==> src/rtl/div_sequencer_pkg.sv <==
// Shared constants for the DIV/DIVU sequencer: ALU opcodes and sequencer state encodings.
// The ALU itself lives in the CPU datapath; only its opcode values are mirrored here.
package div_sequencer_pkg;

   localparam int WIDTH = 32;
   localparam int CNT_W = 5;

   localparam logic [3:0] ALUC_ADDU = 4'b0000;
   localparam logic [3:0] ALUC_SUBU = 4'b0001;
   localparam logic [3:0] ALUC_AND  = 4'b0100;
   localparam logic [3:0] ALUC_OR   = 4'b0101;

   typedef enum logic [2:0] {
      DIV_ST_IDLE = 3'd0,
      DIV_ST_PREP = 3'd1,
      DIV_ST_ITER = 3'd2,
      DIV_ST_FIX  = 3'd3,
      DIV_ST_DONE = 3'd4
   } div_state_t;

endpackage

==> src/rtl/div_sequencer.sv <==
// Multi-cycle restoring divider that borrows the shared ALU (SUBU) for its trial subtractions.
// Produces HI (remainder) / LO (quotient) with MIPS truncate-toward-zero semantics.
//
// state | meaning
// IDLE  | waiting for start; operands captured on start
// PREP  | take magnitudes, seed partial remainder; divisor==0 skips to FIX
// ITER  | 32 shift/subtract steps, ALU owned by this block
// FIX   | restore signs (or load divide-by-zero result) into hi/lo
// DONE  | one-cycle done pulse
module div_sequencer
   import div_sequencer_pkg::*;
#(
   parameter int WIDTH = 32,
   parameter int CNT_W = 5
) (
   input  logic             clk,
   input  logic             rst_n,
   input  logic             start,
   input  logic             is_signed,
   input  logic [WIDTH-1:0] dividend,
   input  logic [WIDTH-1:0] divisor,
   input  logic             flush,
   output logic             alu_req,
   output logic [WIDTH-1:0] alu_a,
   output logic [WIDTH-1:0] alu_b,
   output logic [3:0]       alu_aluc,
   input  logic [WIDTH-1:0] alu_r,
   input  logic             alu_carry,
   output logic             busy,
   output logic             done,
   output logic             div_zero,
   output logic [WIDTH-1:0] hi,
   output logic [WIDTH-1:0] lo
);

   div_state_t       state;
   logic             is_signed_q;
   logic [WIDTH-1:0] dividend_q;
   logic [WIDTH-1:0] divisor_q;
   logic             sd;
   logic             sv;
   logic [WIDTH-1:0] rem;
   logic [WIDTH-1:0] quo;
   logic [CNT_W-1:0] cnt;

   logic [WIDTH-1:0] abs_dvd;
   logic [WIDTH-1:0] abs_dvs;
   logic [WIDTH-1:0] rem_nxt;
   logic [WIDTH-1:0] quo_nxt;

   assign abs_dvd = (is_signed_q && dividend_q[WIDTH-1]) ? -dividend_q : dividend_q;
   assign abs_dvs = (is_signed_q && divisor_q[WIDTH-1])  ? -divisor_q  : divisor_q;

   // Borrow means the trial subtraction failed: keep the shifted remainder, quotient bit 0.
   assign rem_nxt = alu_carry ? alu_a : alu_r;
   assign quo_nxt = {quo[WIDTH-2:0], ~alu_carry};

   assign alu_aluc = ALUC_SUBU;
   assign busy     = (state != DIV_ST_IDLE);

   always_ff @(posedge clk or negedge rst_n) begin
      if (!rst_n) begin
         state       <= DIV_ST_IDLE;
         is_signed_q <= 1'b0;
         dividend_q  <= '0;
         divisor_q   <= '0;
         sd          <= 1'b0;
         sv          <= 1'b0;
         rem         <= '0;
         quo         <= '0;
         cnt         <= '0;
         alu_req     <= 1'b0;
         alu_a       <= '0;
         alu_b       <= '0;
         done        <= 1'b0;
         div_zero    <= 1'b0;
         hi          <= '0;
         lo          <= '0;
      end else begin
         done <= 1'b0;
         if (flush) begin
            state   <= DIV_ST_IDLE;
            alu_req <= 1'b0;
         end else begin
            unique case (state)
               DIV_ST_IDLE: begin
                  if (start) begin
                     is_signed_q <= is_signed;
                     dividend_q  <= dividend;
                     divisor_q   <= divisor;
                     state       <= DIV_ST_PREP;
                  end
               end
               DIV_ST_PREP: begin
                  sd  <= is_signed_q & dividend_q[WIDTH-1];
                  sv  <= is_signed_q & divisor_q[WIDTH-1];
                  rem <= '0;
                  quo <= abs_dvd;
                  cnt <= '0;
                  if (divisor_q == '0) begin
                     state <= DIV_ST_FIX;
                  end else begin
                     // ALU operands are registered, so the first step's inputs are staged here.
                     state   <= DIV_ST_ITER;
                     alu_req <= 1'b1;
                     alu_a   <= {{(WIDTH-1){1'b0}}, abs_dvd[WIDTH-1]};
                     alu_b   <= abs_dvs;
                  end
               end
               DIV_ST_ITER: begin
                  rem <= rem_nxt;
                  quo <= quo_nxt;
                  cnt <= cnt + CNT_W'(1);
                  if (cnt == '1) begin
                     state   <= DIV_ST_FIX;
                     alu_req <= 1'b0;
                  end else begin
                     alu_a <= {rem_nxt[WIDTH-2:0], quo[WIDTH-2]};
                  end
               end
               DIV_ST_FIX: begin
                  if (divisor_q == '0) begin
                     lo       <= '1;
                     hi       <= dividend_q;
                     div_zero <= 1'b1;
                  end else begin
                     lo       <= (sd ^ sv) ? -quo : quo;
                     hi       <= sd ? -rem : rem;
                     div_zero <= 1'b0;
                  end
                  done  <= 1'b1;
                  state <= DIV_ST_DONE;
               end
               DIV_ST_DONE: begin
                  state <= DIV_ST_IDLE;
               end
               default: begin
                  state   <= DIV_ST_IDLE;
                  alu_req <= 1'b0;
               end
            endcase
         end
      end
   end

endmodule

==> config.mk <==
export PLATFORM = sky130hd
export DESIGN_NAME = div_sequencer
export DESIGN_NICKNAME = d
export VERILOG_FILES = /design/src/rtl/div_sequencer_pkg.sv /design/src/rtl/div_sequencer.sv
export SDC_FILE = /design/constraint.sdc
export NUM_CORES = 1
export LEC_CHECK = 0
export CAP_MARGIN = 20
export CORE_ASPECT_RATIO = 1.5
export CORE_UTILIZATION = 58
export DETAILED_ROUTE_END_ITERATION = 10
export HOLD_SLACK_MARGIN = 0.08
export PLACE_DENSITY = 0.87
export SETUP_SLACK_MARGIN = 0.05
export SYNTH_ARGS = -nofsm -noshare
export SYNTH_HDL_FRONTEND = slang
export SYNTH_SLANG_ARGS = --single-unit
==> constraint.sdc <==
create_clock -name clk -period 4.31 [get_ports clk]
set_input_delay 0.862 -clock clk [delete_from_list [all_inputs] [get_ports clk]]
set_output_delay 0.862 -clock clk [all_outputs]
set_load 0.02 [all_outputs]
# == After elaboration in Yosys (flattened, before gate mapping) ==
# Cells that the tools add are included.
# W data, S select, Z words.
# totals
input_bits,102
regBits,270
output_inout_bits,136
word_cells,78
# classes
addsub,5
n_reduce_logical,15
bitwise,6
n_eq_ne,11
muxes,25
# ops
cell,n
$mux W32,9
$pmux W32 S2,3
$neg A32 Y32,4
$logic_not A32 Y1,1
$pmux W3 S4,1
$pmux W5 S2,1
$mux W3,3
$ne A3 B3 Y1 const B,3
$reduce_and A3 Y1,3
$reduce_and A2 Y1,4
$mux W1,7
$eq A3 B2 Y1 const B,2
$add A5 B1 Y5 const B,1
$eq A5 B5 Y1 const B,1
$ne A2 B2 Y1 const B,2
$reduce_and A4 Y1,1
$eq A3 B1 Y1 const B,1
$eq A3 B3 Y1 const B,1
$logic_not A3 Y1,1
$not A1 Y1,3
$pmux W1 S3,1
$reduce_bool A3 Y1,1
$reduce_or A3 Y1,1
$and A1 B1 Y1,2
4 further kinds,5

# == Depth between registers and ports, before layout ==
# depth
word_depth,4
mapped_depth,9
mapped_depth_nobuf,8

# == Least setup slack after synthesis ==
# OpenSTA, ideal clock, no wires.
# synth_timing
path_type,flip-flop to flip-flop
start,register divisor_q[23]
end,register alu_a[12]
path_stages_with_launch,7
path_buffers,1
required_time_ps,4185
setup_ps,125
arrival_time_ps,2452
period_less_slack_ps,2577
path_slack_ps,1733
cell_sequence,dfrtp_1 -> or4_1 -> or3_1 -> or3_4 -> o31ai_2 -> buf_4 -> mux2_2
# synth_between
elab_chain_cells,3
# synth_rtl
item,line_no,text
from (decl),div_sequencer.sv:39,logic [WIDTH-1:0] divisor_q;
from (signal assigned),div_sequencer.sv:90,divisor_q <= divisor;
$logic_not A32 Y1,div_sequencer.sv:100,if (divisor_q == '0) begin
$ne A2 B2 Y1 (no source line),n/a,
$reduce_and A4 Y1 (no source line),n/a,
to (signal assigned),div_sequencer.sv:106,"alu_a <= {{(WIDTH-1){1'b0}}, abs_dvd[WIDTH-1]};"
to (signal assigned),div_sequencer.sv:118,"alu_a <= {rem_nxt[WIDTH-2:0], quo[WIDTH-2]};"
to (decl),div_sequencer.sv:24,"output logic [WIDTH-1:0] alu_a,"
# Every way passes these cells.
# A chain may end at the register's enable or synchronous reset.

# == Final worst setup path ==
# layout_timing
start,register divisor_q[8]
end,register alu_a[8]
# The elaborated chain is that of the path after synthesis.

==> impl_metrics.toml <==
[cells_and_area]
n_fill_cell = 1500
final_cell_mix = "dfrtp_1 (270), clkdlybuf4s50_1 (231), nand2_1 (163)"
final_area_um2 = 16850
area_growth_pct = 25.15
drive_gt1_share_pct = 9.863
layout.nets = 1695
multi_input_area_um2 = 6330
layout_commonest_cell = "dfrtp_1"
ff_latch_area_um2 = 6756
final_core_util_pct = 74.74

[global_routing]
grt_pass1_vias = 11030
grtUsageTotal_pct = 29.78
grt_overflow = 0
antenna_found_initial = 1
grt_pass1_wl_um = 56360
grt_start_max_net_pins = 120

[synth]
synth_cell_types = 54
synthAdderAreaFrac_pct = 0.5575
synth.cell_area_um2 = 13470
synth_warnings = 0
ys_seq_elements = 270
synth_simple_gate_area_share_pct = 14.73
synth_top_family_by_area = "simple AND/OR/NAND/NOR gates"
async_reset_ff_share_pct = 100.0
syn_area_per_cell_um2 = 9.660
synth_edf_count = 0
muxShareOfSynthArea_pct = 9.849
synth_ff_type = "dfrtp_1"
synth_cells = 1394
synth-compound-area-share_pct = 13.92
ys_seq_area_share_pct = 50.17
synth_xor_area_share_pct = 7.609

[sta]
max_freq_ghz = 0.2943
rsz0062_at_grt = "false"
fin_crit_sh_pct = 78.84
finalClockSkew_ns = 0.01561
period_needed_ns = 3.398
hold_violations = 0
slew_violations = 0
setup_tns_ns = 0
tightestPinTransition_ns = 1.110
setup_viol = 0
maxSlewHeadroom_pct = 25.99

[clock_network]
insertion_delay_ns = 0.53
cts_hold_buf = 0
clk_pin_slew_worst_paths_ns = 0.07
cts_buffers = 26
ctsHtreeMaxLevel = 1
clockBufferDepth = 3
clock-sinks = 270
clock-root-buffer = "clkbuf_16"
post_cts_buffers = 0
cts_resized = 0
cts_tree = "built"

[worst_setup_path]
critPathLaunchType = "register"
cp_data_required_time_ns = 4.73
crit_type = "reg2reg"
worstPathArrival_ns = 3.82
critPathMaxFanout = 47
r2r_end = "alu_a[8]"
r2r_start = "divisor_q[8]"
r2r_slack_ns = 0.91
r2r_cells = 6
end_kind = "register"

[placed_design]
portBuffers = 233
place_area_um2 = 15970
gp_congestion = 0.9020
dpl.hpwl_um = 24750

[job]
max-cap-violations = 0

[floorplanning]
dieHeight_um = 188.6
rows = 67
boundaryPins = 238
fp.coreArea_um2 = 22550
dieArea_um2 = 23840
initial_utilization_pct = 59.72
die_w_um = 126.4

[drt]
dr_wl_met2_um = 17770
first_iter_violations = 796
vias = 11240
dr.pass1.iters = 7
routed_wl_um = 35230
wl_per_cell_um = 18.75
top_layer = "met4"
antenna_left = 0
drcViolationCount = 0
avgViaCountPerCell = 5.983
met1Wirelength_um = 13360
met3RoutedLength_um = 2317

[power_and_ir_drop]
p_leak_nw = 7.152
ir_worst_vdd_mv = 0.3781
power.density_nw_per_um2 = 624.7

[outcome]
status = "complete, no violations"

[min_path]
hold_path.class = "in2async"
worst max-delay path: stages, from the launching register on:
cell	delay (ns)
dfrtp_1	0.42
nor4_1	0.63
nand4_1	0.41
or3_4	0.66
o31ai_4	0.26
buf_4	0.47
mux2_2	0.40
routing by layer:
metal  vias up  global-route usage [%]
li1       5233                       -
met1      5433                   35.63
met2       472                   51.72
met3       104                   4.514
met4         0                   15.52
met5         -                       0
worst max-delay path by stage:
stage | to | slack (ns) | depth (start not counted) | startpoint
after floorplan | alu_a[12] | 1.73 | 6 | divisor_q[23]
after CTS | alu_a[16] | 0.98 | 6 | divisor_q[8]
after global placement | alu_a[8] | 1.13 | 6 | divisor_q[8]
after global routing | alu_a[16] | 0.83 | 6 | divisor_q[8]
final | alu_a[8] | 0.91 | 6 | divisor_q[8]
after detailed placement | alu_a[16] | 0.99 | 6 | divisor_q[8]
sequential cells by signal (all words and copies together) (netlist names), 32 cells and up:
signal and count:
divisor_q 32, hi 32, quo 32, alu_a 32, rem 32, alu_b 32, dividend_q 32, lo 32
cell usage after synthesis, types with 8 or more instances:
cell / n / area share, %
nor4_1: 8 / 0.37
o21ai_0: 117 / 4.3
mux2i_1: 38 / 2.8
o41ai_1: 18 / 1.2
or3_1: 24 / 1.1
xor2_1: 55 / 3.6
nor2_1: 164 / 4.6
buf_4: 8 / 0.45
clkbuf_1: 77 / 2.1
or2_2: 10 / 0.46
o22ai_1: 14 / 0.65
o211ai_1: 11 / 0.61
mux2_2: 77 / 6.4
nand3_1: 18 / 0.67
o31ai_1: 33 / 1.8
xnor2_1: 62 / 4.0
inv_1: 11 / 0.31
a21oi_1: 118 / 4.4
dfrtp_1: 270 / 50
nor3_1: 20 / 0.74
nand2_1: 164 / 4.6
metrics by stage:
stage          total power, mW  instances  setup WS (ns)  hold slack (ns)
2_1_floorplan            6.494       1396          1.733           0.4692
3_3_place_gp             7.967       1835          1.129           0.4609
3_5_place_dp             8.124       1835         0.9856           0.4699
4_1_cts                  10.53       1878         0.9838           0.4566
5_1_grt                  11.10       1879         0.8272           0.4945
6_report                 10.53       1879         0.9122           0.4320
cell families after synthesis:
family,Yosys count
AO/OA/AOI/OAI,327
XOR/XNOR,117
adder cells (fa/ha/maj),6
buffers and inverters,101
flip-flops,270
multiplexers,122
other,2
AND/OR/NAND/NOR,449
area by class of cell:
cell class | instances | share of cell area, %
flip-flops and latches | 270 | 40.09
well taps | 276 | 2.049
inverters | 13 | 0.2895
clock buffers | 34 | 4.402
diodes | 1 | 0.01485
multi-input cells | 1025 | 37.56
clock inverters | 9 | 0.8092
repair buffers | 251 | 14.79
report_power, final:
group	switching, mW	total (mW)	internal, mW
combinational	2.14	4.05	1.92
clock	0.971	2.36	1.39
sequential	0.837	4.12	3.28
total	3.95	10.5	6.58
No activity file was read; power rests on OpenSTA's default activity.
